$ cat config.mk
export PLATFORM = sky130hd
export DESIGN_NAME = beam_input_conditioner
export DESIGN_NICKNAME = d
export VERILOG_FILES = /design/src/rtl/beam_guard_pkg.sv /design/src/rtl/beam_sync.sv /design/src/rtl/beam_input_conditioner.sv
export SDC_FILE = /design/constraint.sdc
export NUM_CORES = 1
export LEC_CHECK = 0
export CORE_MARGIN = 2
export CORE_UTILIZATION = 23
export DETAILED_ROUTE_END_ITERATION = 8
export GPL_TIMING_DRIVEN = 0
export PLACE_DENSITY = 0.46
export SYNTH_ARGS = -nofsm -noshare
export SYNTH_HDL_FRONTEND = slang
export SYNTH_SLANG_ARGS = --single-unit
export TNS_END_PERCENT = 50
$ cat constraint.sdc
create_clock -name pll_clk -period 2.5 [get_ports pll_clk]
set_clock_uncertainty 0.05 [all_clocks]
set_input_delay 0.5 -clock pll_clk [delete_from_list [all_inputs] [get_ports pll_clk]]
set_output_delay 0.5 -clock pll_clk [all_outputs]
set_load 0.01 [all_outputs]
$ cat src/rtl/beam_guard_pkg.sv
// Package: beam_guard_pkg
// Purpose: Types and default timing constants that the beam input conditioner
//          shares with the guard's pre/post quiet-time trigger FSM.
// Contents:
//   beam_state_e      3-bit encoding of the input conditioner FSM states
//   DEF_*             default synchronizer depth, qualification lengths,
//                     pulse-width counter width and stuck-high threshold
//   GLITCH_W          width of the saturating glitch counter
package beam_guard_pkg;

  typedef enum logic [2:0] {
    ST_IDLE_LOW  = 3'd0,  // beam_clean low, waiting for a high sample
    ST_QUAL_HIGH = 3'd1,  // counting consecutive high samples
    ST_HIGH      = 3'd2,  // beam_clean high, measuring width
    ST_QUAL_LOW  = 3'd3,  // beam_clean still high, counting low samples
    ST_STUCK     = 3'd4   // pulse exceeded MAX_HIGH, held high
  } beam_state_e;

  localparam int DEF_SYNC_STAGES = 2;
  localparam int DEF_MIN_HIGH    = 3;
  localparam int DEF_MIN_LOW     = 3;
  localparam int DEF_CNT_W       = 8;
  localparam int DEF_MAX_HIGH    = 200;
  localparam int GLITCH_W        = 16;

endpackage

$ cat src/rtl/beam_sync.sv
// Module: beam_sync
// Purpose: Multi-flop synchronizer bringing the asynchronous beam detector
//          level into the pll_clk domain.
// Ports:
//   pll_clk  in  clock
//   reset    in  synchronous, active-high; clears the chain to 0
//   async_i  in  asynchronous level
//   sync_o   out level after STAGES flops
module beam_sync #(
  parameter int STAGES = 2
) (
  input  logic pll_clk,
  input  logic reset,
  input  logic async_i,
  output logic sync_o
);

  logic [STAGES-1:0] sync_q;

  // NOTE: clocked state uses non-blocking assignments so every flop samples
  // the pre-edge value of its neighbour; the reset branch lives inside the
  // clocked block because this codebase resets synchronously.
  always_ff @(posedge pll_clk) begin
    if (reset) begin
      sync_q <= '0;
    end else begin
      sync_q <= {sync_q[STAGES-2:0], async_i};
    end
  end

  assign sync_o = sync_q[STAGES-1];

endmodule

$ cat src/rtl/beam_input_conditioner.sv
// Module: beam_input_conditioner
// Purpose: Front-end of the beam guard. Synchronizes the raw detector level,
//          rejects short high/low glitches and drives the clean level used by
//          the guard trigger FSM, plus edge strobes, last pulse width, a
//          saturating glitch counter and a sticky stuck-high alarm.
// Ports:
//   pll_clk       in   clock
//   reset         in   synchronous, active-high
//   beam_raw      in   asynchronous raw beam detector level
//   enable        in   1 = new pulses may qualify (pulse in progress completes)
//   clear_status  in   1-cycle clear of stuck_high and glitch_count
//   beam_clean    out  filtered beam level
//   rise_pulse    out  1-cycle strobe on beam_clean 0->1
//   fall_pulse    out  1-cycle strobe on beam_clean 1->0
//   pulse_width   out  width in cycles of last completed non-stuck pulse
//   width_valid   out  1-cycle strobe, pulse_width updated
//   stuck_high    out  sticky alarm, pulse reached MAX_HIGH cycles
//   glitch_count  out  rejected glitches, saturating
module beam_input_conditioner
  import beam_guard_pkg::*;
#(
  parameter int SYNC_STAGES = DEF_SYNC_STAGES,
  parameter int MIN_HIGH    = DEF_MIN_HIGH,
  parameter int MIN_LOW     = DEF_MIN_LOW,
  parameter int CNT_W       = DEF_CNT_W,
  parameter int MAX_HIGH    = DEF_MAX_HIGH
) (
  input  logic                pll_clk,
  input  logic                reset,
  input  logic                beam_raw,
  input  logic                enable,
  input  logic                clear_status,
  output logic                beam_clean,
  output logic                rise_pulse,
  output logic                fall_pulse,
  output logic [CNT_W-1:0]    pulse_width,
  output logic                width_valid,
  output logic                stuck_high,
  output logic [GLITCH_W-1:0] glitch_count
);

  localparam int QMAX = (MIN_HIGH > MIN_LOW) ? MIN_HIGH : MIN_LOW;
  localparam int QW   = $clog2(QMAX + 1);

  localparam logic [QW-1:0]       QUAL_ONE   = QW'(1);
  localparam logic [QW-1:0]       MIN_HIGH_Q = QW'(MIN_HIGH);
  localparam logic [QW-1:0]       MIN_LOW_Q  = QW'(MIN_LOW);
  localparam logic [CNT_W-1:0]    CNT_ONE    = CNT_W'(1);
  localparam logic [CNT_W-1:0]    CNT_MAX    = '1;
  localparam logic [CNT_W-1:0]    MIN_HIGH_W = CNT_W'(MIN_HIGH);
  localparam logic [CNT_W-1:0]    MAX_HIGH_W = CNT_W'(MAX_HIGH);
  localparam logic [GLITCH_W-1:0] GLT_ONE    = GLITCH_W'(1);
  localparam logic [GLITCH_W-1:0] GLT_MAX    = '1;

  logic s;

  beam_state_e         state_q, state_d;
  logic [QW-1:0]       qual_q, qual_d;
  logic [CNT_W-1:0]    width_q, width_d;
  logic                stuck_flag_q, stuck_flag_d;
  logic                beam_clean_q, beam_clean_d;
  logic                rise_q, rise_d;
  logic                fall_q, fall_d;
  logic [CNT_W-1:0]    pulse_width_q, pulse_width_d;
  logic                width_valid_q, width_valid_d;
  logic                stuck_high_q, stuck_high_d;
  logic [GLITCH_W-1:0] glitch_q, glitch_d;

  logic                stuck_set;
  logic                glitch_inc;
  logic [QW-1:0]       qual_inc;
  logic [CNT_W-1:0]    width_inc;
  logic [CNT_W:0]      merge_sum;
  logic [CNT_W-1:0]    width_merge;

  beam_sync #(
    .STAGES (SYNC_STAGES)
  ) u_sync (
    .pll_clk (pll_clk),
    .reset   (reset),
    .async_i (beam_raw),
    .sync_o  (s)
  );

  // Saturating helpers. A low gap that ends up rejected is folded into the
  // pulse, so the merge adds the low samples seen plus the current high one.
  always_comb begin
    qual_inc    = qual_q + QUAL_ONE;
    width_inc   = (width_q == CNT_MAX) ? width_q : width_q + CNT_ONE;
    merge_sum   = {1'b0, width_q} + (CNT_W + 1)'(qual_inc);
    width_merge = merge_sum[CNT_W] ? CNT_MAX : merge_sum[CNT_W-1:0];
  end

  // NOTE: every signal driven here gets a default first, so no path through
  // the case statement can leave one unassigned and infer a latch.
  always_comb begin
    state_d       = state_q;
    qual_d        = qual_q;
    width_d       = width_q;
    stuck_flag_d  = stuck_flag_q;
    beam_clean_d  = beam_clean_q;
    rise_d        = 1'b0;
    fall_d        = 1'b0;
    width_valid_d = 1'b0;
    pulse_width_d = pulse_width_q;
    stuck_set     = 1'b0;
    glitch_inc    = 1'b0;

    unique case (state_q)
      ST_IDLE_LOW: begin
        beam_clean_d = 1'b0;
        if (s && enable) begin
          state_d = ST_QUAL_HIGH;
          qual_d  = QUAL_ONE;
        end
      end

      ST_QUAL_HIGH: begin
        if (!s) begin
          state_d    = ST_IDLE_LOW;
          glitch_inc = 1'b1;
        end else if (qual_inc == MIN_HIGH_Q) begin
          state_d      = ST_HIGH;
          beam_clean_d = 1'b1;
          rise_d       = 1'b1;
          width_d      = MIN_HIGH_W;
          stuck_flag_d = 1'b0;
        end else begin
          qual_d = qual_inc;
        end
      end

      ST_HIGH: begin
        if (s) begin
          width_d = width_inc;
          if (width_inc >= MAX_HIGH_W) begin
            state_d      = ST_STUCK;
            stuck_set    = 1'b1;
            stuck_flag_d = 1'b1;
          end
        end else begin
          state_d = ST_QUAL_LOW;
          qual_d  = QUAL_ONE;
        end
      end

      ST_QUAL_LOW: begin
        if (s) begin
          // Low gap too short: rejoin the pulse it interrupted.
          glitch_inc = 1'b1;
          width_d    = width_merge;
          state_d    = stuck_flag_q ? ST_STUCK : ST_HIGH;
        end else if (qual_inc == MIN_LOW_Q) begin
          state_d      = ST_IDLE_LOW;
          beam_clean_d = 1'b0;
          fall_d       = 1'b1;
          stuck_flag_d = 1'b0;
          // A stuck pulse has no meaningful width, so it is not reported.
          if (!stuck_flag_q) begin
            width_valid_d = 1'b1;
            pulse_width_d = width_q;
          end
        end else begin
          qual_d = qual_inc;
        end
      end

      ST_STUCK: begin
        if (!s) begin
          state_d = ST_QUAL_LOW;
          qual_d  = QUAL_ONE;
        end
      end

      default: begin
        state_d      = ST_IDLE_LOW;
        beam_clean_d = 1'b0;
      end
    endcase
  end

  // Status registers. A new stuck event outranks a clear in the same cycle so
  // the alarm is never lost; for the glitch counter the clear wins.
  always_comb begin
    stuck_high_d = stuck_high_q;
    if (stuck_set) begin
      stuck_high_d = 1'b1;
    end else if (clear_status) begin
      stuck_high_d = 1'b0;
    end

    glitch_d = glitch_q;
    if (clear_status) begin
      glitch_d = '0;
    end else if (glitch_inc && (glitch_q != GLT_MAX)) begin
      glitch_d = glitch_q + GLT_ONE;
    end
  end

  always_ff @(posedge pll_clk) begin
    if (reset) begin
      state_q       <= ST_IDLE_LOW;
      qual_q        <= '0;
      width_q       <= '0;
      stuck_flag_q  <= 1'b0;
      beam_clean_q  <= 1'b0;
      rise_q        <= 1'b0;
      fall_q        <= 1'b0;
      pulse_width_q <= '0;
      width_valid_q <= 1'b0;
      stuck_high_q  <= 1'b0;
      glitch_q      <= '0;
    end else begin
      state_q       <= state_d;
      qual_q        <= qual_d;
      width_q       <= width_d;
      stuck_flag_q  <= stuck_flag_d;
      beam_clean_q  <= beam_clean_d;
      rise_q        <= rise_d;
      fall_q        <= fall_d;
      pulse_width_q <= pulse_width_d;
      width_valid_q <= width_valid_d;
      stuck_high_q  <= stuck_high_d;
      glitch_q      <= glitch_d;
    end
  end

  assign beam_clean   = beam_clean_q;
  assign rise_pulse   = rise_q;
  assign fall_pulse   = fall_q;
  assign pulse_width  = pulse_width_q;
  assign width_valid  = width_valid_q;
  assign stuck_high   = stuck_high_q;
  assign glitch_count = glitch_q;

endmodule

* Word-level counts from Yosys, hierarchy flattened
Index checks and enable logic that the tools add are counted.
** Cells by class
- Bitwise operators :: 6
- Muxes and demuxes :: 44
- Add/subtract/negate cells :: 4
- Equal/unequal tests :: 20
- Reduce and logical (&&, ||, !) cells :: 17
- Magnitude comparators :: 1
** Operator list (count)
- $mux 8 :: 6
- $mux 3 :: 9
- $reduce_and 5->1 :: 5
- $pmux 8 s3 :: 1
- $mux 1 :: 18
- $add 16x1->16 const B :: 1
- $ne 16x16->1 const B :: 1
- $pmux 3 s5 :: 1
- $ne 2x2->1 const B :: 7
- $mux 2 :: 5
- $add 8x2->9 :: 1
- $add 8x1->8 const B :: 1
- $eq 8x8->1 const B :: 1
- $ge 8x8->1 const B :: 1
- $pmux 2 s4 :: 1
- $eq 3x2->1 const B :: 2
- $ne 2x1->1 const B :: 3
- $ne 3x3->1 const B :: 2
- $not 1->1 :: 6
- $pmux 1 s3 :: 2
- $reduce_or 3->1 :: 2
- $reduce_and 4->1 :: 1
- $reduce_bool 4->1 :: 1
- $reduce_or 2->1 :: 2
- 11 further kinds :: 12
** Word-level totals
- Logic and storage cells :: 104
- Output and inout bits :: 29
- Input bits :: 5
- Register bits after elaboration :: 45

* Longest topological paths before layout
Gate-level depths: netlist of the first run.
- Depth after elaboration :: 7
- Gate-level depth with buffers :: 9
- Gate-level depth less buffers :: 9

* By module
Synthesis of the first run repeated with hierarchy kept, for this count alone.
** Second synthesis, totals
- Cell total of the unflattened synthesis :: 319
- Area, all modules :: 2672.6 um^2
** By module, submodules not included
- beam_input_conditioner :: times used 1, sequential area each 860.8 um^2, cells an instance 315, area each 2620.0 um^2
- beam_sync :: times used 1, sequential area each 40.0 um^2, cells an instance 4, area each 52.6 um^2

* Worst setup path before layout of the first run
OpenSTA, ideal clock, no wires.
- Path type :: reg-to-reg
- Start point :: reg qual_q[0]
- End point :: reg width_q[7]
- Data required time :: 2319 ps
- Arrival time :: 1774 ps
- Setup time :: 131 ps
- Path slack :: 545 ps
- Path buffers :: 0
- Stages on the path, launching flop included :: 10
- Period minus slack after synthesis :: 1955 ps
- Path through :: dfxtp_1 -> inv_1 -> ha_1 -> inv_1 -> fa_1 -> and3_1 -> nand2b_1 -> mux2i_1 -> o32a_1 -> a21oi_1
** Between the ends
- Word-level cells in the longest chain between the ends :: 5
- Elaborated cells on any way between the ends :: 8
- Those cells by class :: add/sub (2); eq/ne (2); mux (3); reduce/logical (1)
** Ends and longest elaborated chain
- start, declared :: RTL line beam_input_conditioner.sv:58 : logic [QW-1:0] qual_q, qual_d;
- start signal, assigned :: RTL line beam_input_conditioner.sv:215 : qual_q <= qual_d;
- $add 2x1->2 * :: RTL line beam_input_conditioner.sv:88 : qual_inc = qual_q + QUAL_ONE;
- $add 8x2->9 :: RTL line beam_input_conditioner.sv:90 : merge_sum = {1'b0, width_q} + (CNT_W + 1)'(qual_inc);
- $mux 8 :: RTL line beam_input_conditioner.sv:91 : width_merge = merge_sum[CNT_W] ? CNT_MAX : merge_sum[CNT_W-1:0];
- $mux 8 :: RTL line beam_input_conditioner.sv:148 : if (s) begin
- $pmux 8 s3 :: RTL line beam_input_conditioner.sv:109 : unique case (state_q)
- end signal, assigned :: RTL line beam_input_conditioner.sv:216 : width_q <= width_d;
- end, declared :: RTL line beam_input_conditioner.sv:59 : logic [CNT_W-1:0] width_q, width_d;
Every way passes the cells marked *; elsewhere a longest branch is shown, timed or not. The select of a mux whose other input is x is not followed.
A chain may end at the register's enable or synchronous reset.

==> results.cfg, run 1 <==
[grt]
grt_pass1_vias = 2125
grt_pass1_wl_mm = 10.90
grt_overflow = 0
antenna_found_initial = 0
grtUsageTotal = 0.1183
grt_max_degree = 16

[synthesis]
synthesis.area_um2 = 2420
syn-num-nets = 312
ys_ff_latch = 45
ys_types = 50
syn_area_per_cell_um2 = 8.039
synth_edf_count = 0
synth_flop_cell = dfxtp_1
ys_seq_area_frac = 0.3723
synth_warnings = 0
syn_inst = 301
ys_async_sr_fraction = 0

[worst_setup_path]
end_kind = register
required_ns = 2.62
critPathMaxFanout = 10
critical_path.startpoint_type = input port
arrival_ns = 2.43
worstSetupPathType = input port to register

[layout]
antenna_cells = 0
layout-drive-gt1-share = 0.04094
utilization = 0.2929
fin_cells = 478
final_nets = 352
syn2layout_area_growth_pct = 24.41

[routing]
first_pass_iters = 4
drt_iter0_drc = 165
drcViolationCount = 0
viasPerCell = 4.722
drt_wl_total_mm = 6.569
ant_nets = 0
wire_per_inst_um = 13.74
vias = 2257

[placed_design]
port-buffer-count = 33
gp_congestion = 0.8807
post-place-cells = 470
dp_hpwl_mm = 4.918

[floorplanning]
die_area_um2 = 11360
fp.coreArea_um2 = 10280
die_h_um = 106.6
initial_core_util = 0.2355
fp-row-count = 37
fp.dieW_um = 106.6
io_pins = 34

[sta]
hold_viol = 0
setup_tns_ns = 0
setup_viol = 0
fin_crit_sh = 0.9231
period_minus_slack_ns = 2.308
rsz0062_at_grt = false
slew_headroom = 0.5447
fmax_mhz = 433.3
worst_slew_pin_slew_ns = 0.6777
drv_slew = 0

[pwr]
report.power.total_mw = 1.262
ir_drop_uv = 187.7
p_leak_nw = 0.9797
p_per_area_nw_per_um2 = 419.3

[cts]
cts_sinks = 45
numCtsBuffers = 5
clockRootBuffer = clkbuf_8
cts.clk_slew.worst_paths_ns = 0.09
cts_tree = built
cts_resized = 0
cts_max_level = 2
ctsHoldBuffers = 0
clock_latency_ns = 0.30
post_cts_buffers = 0
cts.path.max_buffers = 2

[run]
max_cap_violations = 0

[status]
status = finished clean

[min_path]
hold_path.class = register to register
[logic make-up (layout without fill, tap and decap cells)]
kind of cell	count (synthesis)	count (layout)	share of synthesized area
mux	8	8	0.03309
xor+xnor	14	14	0.05067
fa+ha+maj	6	6	0.03413
buf+inv	31	72	0.05067
compound gates	77	77	0.2099
simple gates	120	120	0.2492
flops	45	45	0.3723
[layout by cell type (no fill, tap or decap), drive strengths merged, types with 8 or more instances in the layout]
master,n
dfxtp,45
nor2,35
clkdlybuf4s50,33
nand2,24
clkbuf,23
a21oi,21
o21ai,15
xnor2,13
nor3,10
inv,10
nand3,9
a211oi,8
mux2i,8
[power by group]
group          leakage, nW  internal (mW)  switching (mW)  total (mW)
sequential           0.363          0.720         0.00304       0.723
combinational        0.572         0.0200          0.0362      0.0563
clock               0.0445          0.199           0.284       0.483
total                0.980          0.939           0.323        1.26
[state kept, by name, summed over array words and instances, names as in the netlist]
name	flops
glitch_count	16
pulse_width	8
width_q	8
state_q	3
qual_q	2
u_sync.sync_q	2
beam_clean	1
fall_pulse	1
rise_pulse	1
stuck_flag_q	1
stuck_high	1
width_valid	1
[worst paths after layout]
path / start / endpoint / slack [ns] / depth (start not counted)
worst max-delay path: reset / state_q[1] / 0.19 / 7
worst min-delay path: u_sync.sync_q[0] / u_sync.sync_q[1] / 0.39 / 1
worst max register to register: width_q[1] / stuck_flag_q / 0.30 / 6
worst min register to register: u_sync.sync_q[0] / u_sync.sync_q[1] / 0.39 / 1
[metal layers]
layer,share of wire,global-route usage
met1,0.51,0.1705
met2,0.43,0.1770
met3,0.042,0.02128
met4,0.015,0.03989
met5,0,0
[metrics by stage]
step / worst slack [ns] / area [µm²] / hold slack [ns]
after detailed placement: -0.1885 / 2920 / 0.3704
after global placement: -0.2070 / 2920 / 0.3750
after CTS: 0.1345 / 3010 / 0.3946
final: 0.1923 / 3010 / 0.3942
after global routing: 0.03603 / 3010 / 0.4101
after floorplan: 0.5448 / 2420 / 0.3638
[Yosys cell counts (2+ instances only)]
master / number / share of area
a31oi_1: 5 / 0.013
xnor2_1: 13 / 0.047
nor4_1: 6 / 0.016
nand2b_1: 4 / 0.010
nor3_1: 10 / 0.021
and4_1: 2 / 0.0072
nor2b_1: 6 / 0.016
or3_1: 2 / 0.0052
o21ai_0: 15 / 0.031
o32a_1: 2 / 0.0083
nand3_1: 9 / 0.019
a21oi_1: 21 / 0.043
o21a_1: 2 / 0.0062
dfxtp_1: 45 / 0.37
ha_1: 5 / 0.026
buf_2: 2 / 0.0041
clkbuf_1: 18 / 0.028
a2111oi_0: 4 / 0.014
inv_1: 9 / 0.014
and3_1: 5 / 0.013
nand2_1: 24 / 0.037
nor2_1: 35 / 0.054
a21o_1: 3 / 0.0093
nand4_1: 6 / 0.016
o31ai_1: 4 / 0.012
nor3b_1: 5 / 0.016
o32ai_1: 2 / 0.0072
a211oi_1: 8 / 0.025
mux2i_1: 8 / 0.033
[cell type report]
cell class	count	area, µm²
clock buffer	5	68.82
buffer	21	85.08
inverter	10	37.54
fill	1143	7267
timing repair buffer	33	330.3
tap	136	170.2
clock inverter	3	21.27
multi-input combinational	225	1396
sequential	45	900.9
[critical path, cell delays in order]
cell and delay [ns]:
clkdlybuf4s50_1 0.47, clkbuf_1 0.43, clkinv_1 0.44, nand2_1 0.27, nor2_1 0.11, o31ai_1 0.10, o31ai_1 0.12
(Power assumes the default switching activity.)
==> run 2, diff against run 1 <==
--- a/config.mk
+++ b/config.mk
@@ -12,5 +12,5 @@
 export PLACE_DENSITY = 0.46
 export SYNTH_ARGS = -nofsm -noshare
 export SYNTH_HDL_FRONTEND = slang
+export SYNTH_HIERARCHICAL = 1
 export SYNTH_SLANG_ARGS = --single-unit
-export TNS_END_PERCENT = 50
==> results.cfg, run 2 <==
[layout]
fin_cells = 502
fillers = 1235
layout-drive-gt1-share = 0.05850
syn2layout_area_growth_pct = 25.47
antenna_cells = 0
seq_area_um2 = 900.9
largest_reg_flops = 16
utilization = 0.2949
final_cell_mix = dfxtp_1 (45), clkdlybuf4s50_1 (33), nor2_1 (24), nand2_1 (22), a21oi_1 (20)
fin_area_um2 = 3353
layout_commonest_cell = dfxtp_1
final_nets = 370
multi_input_area_um2 = 1639

[floorplanning]
die_area_um2 = 12500
fp.coreArea_um2 = 11370
io_pins = 34
fp.dieW_um = 111.8
initial_core_util = 0.2351
die_h_um = 111.8
fp-row-count = 39

[cts]
clockRootBuffer = clkbuf_16
post_cts_buffers = 0
cts_max_level = 2
cts_tree = built
ctsHoldBuffers = 0
numCtsBuffers = 5
clock_latency_ns = 0.29
cts.clk_slew.worst_paths_ns = 0.06
cts.path.max_buffers = 2
cts_sinks = 45

[synthesis]
ys_ff_latch = 45
synth_flop_cell = dfxtp_1
synth_area_leader_cell = dfxtp_1
netlist.area_leader.share = 0.3371
synthesis.area_um2 = 2673
synth_fa_ha_area_frac = 0.03090
synth_warnings = 6
syn_inst = 319
synth_edf_count = 0
syn_area_per_cell_um2 = 8.378
ys_types = 63
ys_top_cells_by_count = dfxtp_1 (45), nor2_1 (24), nand2_1 (22)
synth_xor_area_frac = 0.01358
synthMuxAreaShare = 0.04494
synth-compound-area-share = 0.2360
synth.most_common_cell = dfxtp_1
synth_top_family_by_area = simple AND/OR/NAND/NOR gates
synth_area_leaders = dfxtp_1 (34%), mux2i_1 (4.5%), a21oi_1 (3.7%)
synth-simple-area-share = 0.2837
ys_async_sr_fraction = 0
ys_seq_area_frac = 0.3371
syn-num-nets = 330

[placed_design]
place_area_um2 = 3182
post-place-cells = 495
gp_congestion = 0.8332
dp_hpwl_mm = 5.764
place_ws_ns = -0.01162
port-buffer-count = 33

[worst_setup_path]
crit_start = qual_q[0]
required_ns = 2.63
arrival_ns = 2.42
critPathMaxFanout = 5
critical_path.startpoint_type = register
end_kind = register
rrSetupSlack_ns = 0.21
rr_startpoint = qual_q[0]
worstSetupPathType = register to register

[routing]
viasPerCell = 5.291
ant_nets = 0
first_pass_iters = 4
drt_wl_total_mm = 7.924
drt_iter0_drc = 103
drcViolationCount = 0
wire_per_inst_um = 15.78
vias = 2656

[pwr]
swShare = 0.2539
p_per_area_nw_per_um2 = 511.0
report.power.total_mw = 1.714
internal_power_mw = 1.278
seqPwrFrac = 0.432
clock_power_share = 0.436
ir_drop_uv = 227.9
p_leak_nw = 1.051
p_switching_uw = 435.1
pwr-share-comb = 0.131

[sta]
worst_slew_pin_slew_ns = 1.119
period_minus_slack_ns = 2.292
fin_crit_sh = 0.9169
whs_ns = 0.4062
hold_viol = 0
setup_viol = 0
setup_tns_ns = 0
fin_ws_ns = 0.2077
fmax_mhz = 436.2
drv_slew = 0
slew_headroom = 0.2473

[grt]
grt_max_degree = 14
grt_pass1_vias = 2534
grt_pass1_wl_mm = 12.96
grt_overflow = 0
grtUsageTotal = 0.1281
antenna_found_initial = 0

[run]
max_cap_violations = 0

[min_path]
hold_path.class = register to register
hp-start = stuck_high

[status]
status = finished clean
[run 2: timing repair]
action | 4_1_cts | 5_1_grt
endpoints found under the setup margin | 0 | 3
endpoints found under the hold margin | 0 | 0
resized for setup | 0 | 2
[run 2: area by class of cell]
| type | instances | area share |
|---|---|---|
| clock buffer | 5 | 0.03731 |
| inverter | 12 | 0.01343 |
| timing repair buffer | 33 | 0.09851 |
| sequential | 45 | 0.2687 |
| buffer | 20 | 0.02948 |
| clock inverter | 2 | 0.01045 |
| multi-input combinational | 242 | 0.4888 |
| tap | 143 | 0.05336 |
[run 2: worst max-delay path, stage by stage, from the launching register on]
cell and delay, ns:
dfxtp_1 0.33, inv_1 0.08, ha_1 0.36, fa_1 0.50, nand2b_1 0.25, nor3_4 0.20
a311oi_1 0.08, o41ai_1 0.34
[run 2: cell families after synthesis]
group | after synthesis
muxes | 12
AOI/OAI and AO/OA | 89
adders and majority gates | 6
xor gates and xnor gates | 2
DFF | 45
buffers and inverters | 32
and+or+nand+nor | 133
[run 2: worst paths after layout]
| path | depth (start not counted) | endpoint |
|---|---|---|
| max reg2reg | 7 | width_q[5] |
| min | 2 | stuck_high |
| min reg2reg | 2 | stuck_high |
| max | 7 | width_q[5] |
[run 2: layer usage]
metal  global-route usage  part of all wire  vias to the layer above
li1                     -                 -                     1305
met1               0.1683              0.45                     1283
met2               0.2149              0.49                       56
met3              0.02559             0.047                       12
met4              0.03374             0.012                        0
met5                    0                 0                        -
[run 2: power groups by stage]
| stage | logic [mW] | clock network, mW | registers, mW |
|---|---|---|---|
| floorplan | 0.164 | 0 | 0.753 |
| global placement | 0.223 | 0 | 0.757 |
| detailed placement | 0.225 | 0 | 0.757 |
| CTS | 0.227 | 0.778 | 0.741 |
| global route | 0.252 | 0.803 | 0.742 |
| finish | 0.225 | 0.747 | 0.741 |
==> run 3, diff against run 2 <==
--- a/config.mk
+++ b/config.mk
@@ -7,6 +7,7 @@
 export LEC_CHECK = 0
 export CORE_MARGIN = 2
 export CORE_UTILIZATION = 23
+export CTS_CLUSTER_DIAMETER = 200
 export DETAILED_ROUTE_END_ITERATION = 8
 export GPL_TIMING_DRIVEN = 0
 export PLACE_DENSITY = 0.46
==> results of run 3 <==
The final DEF is identical to that of run 2; final timing and power are the same.
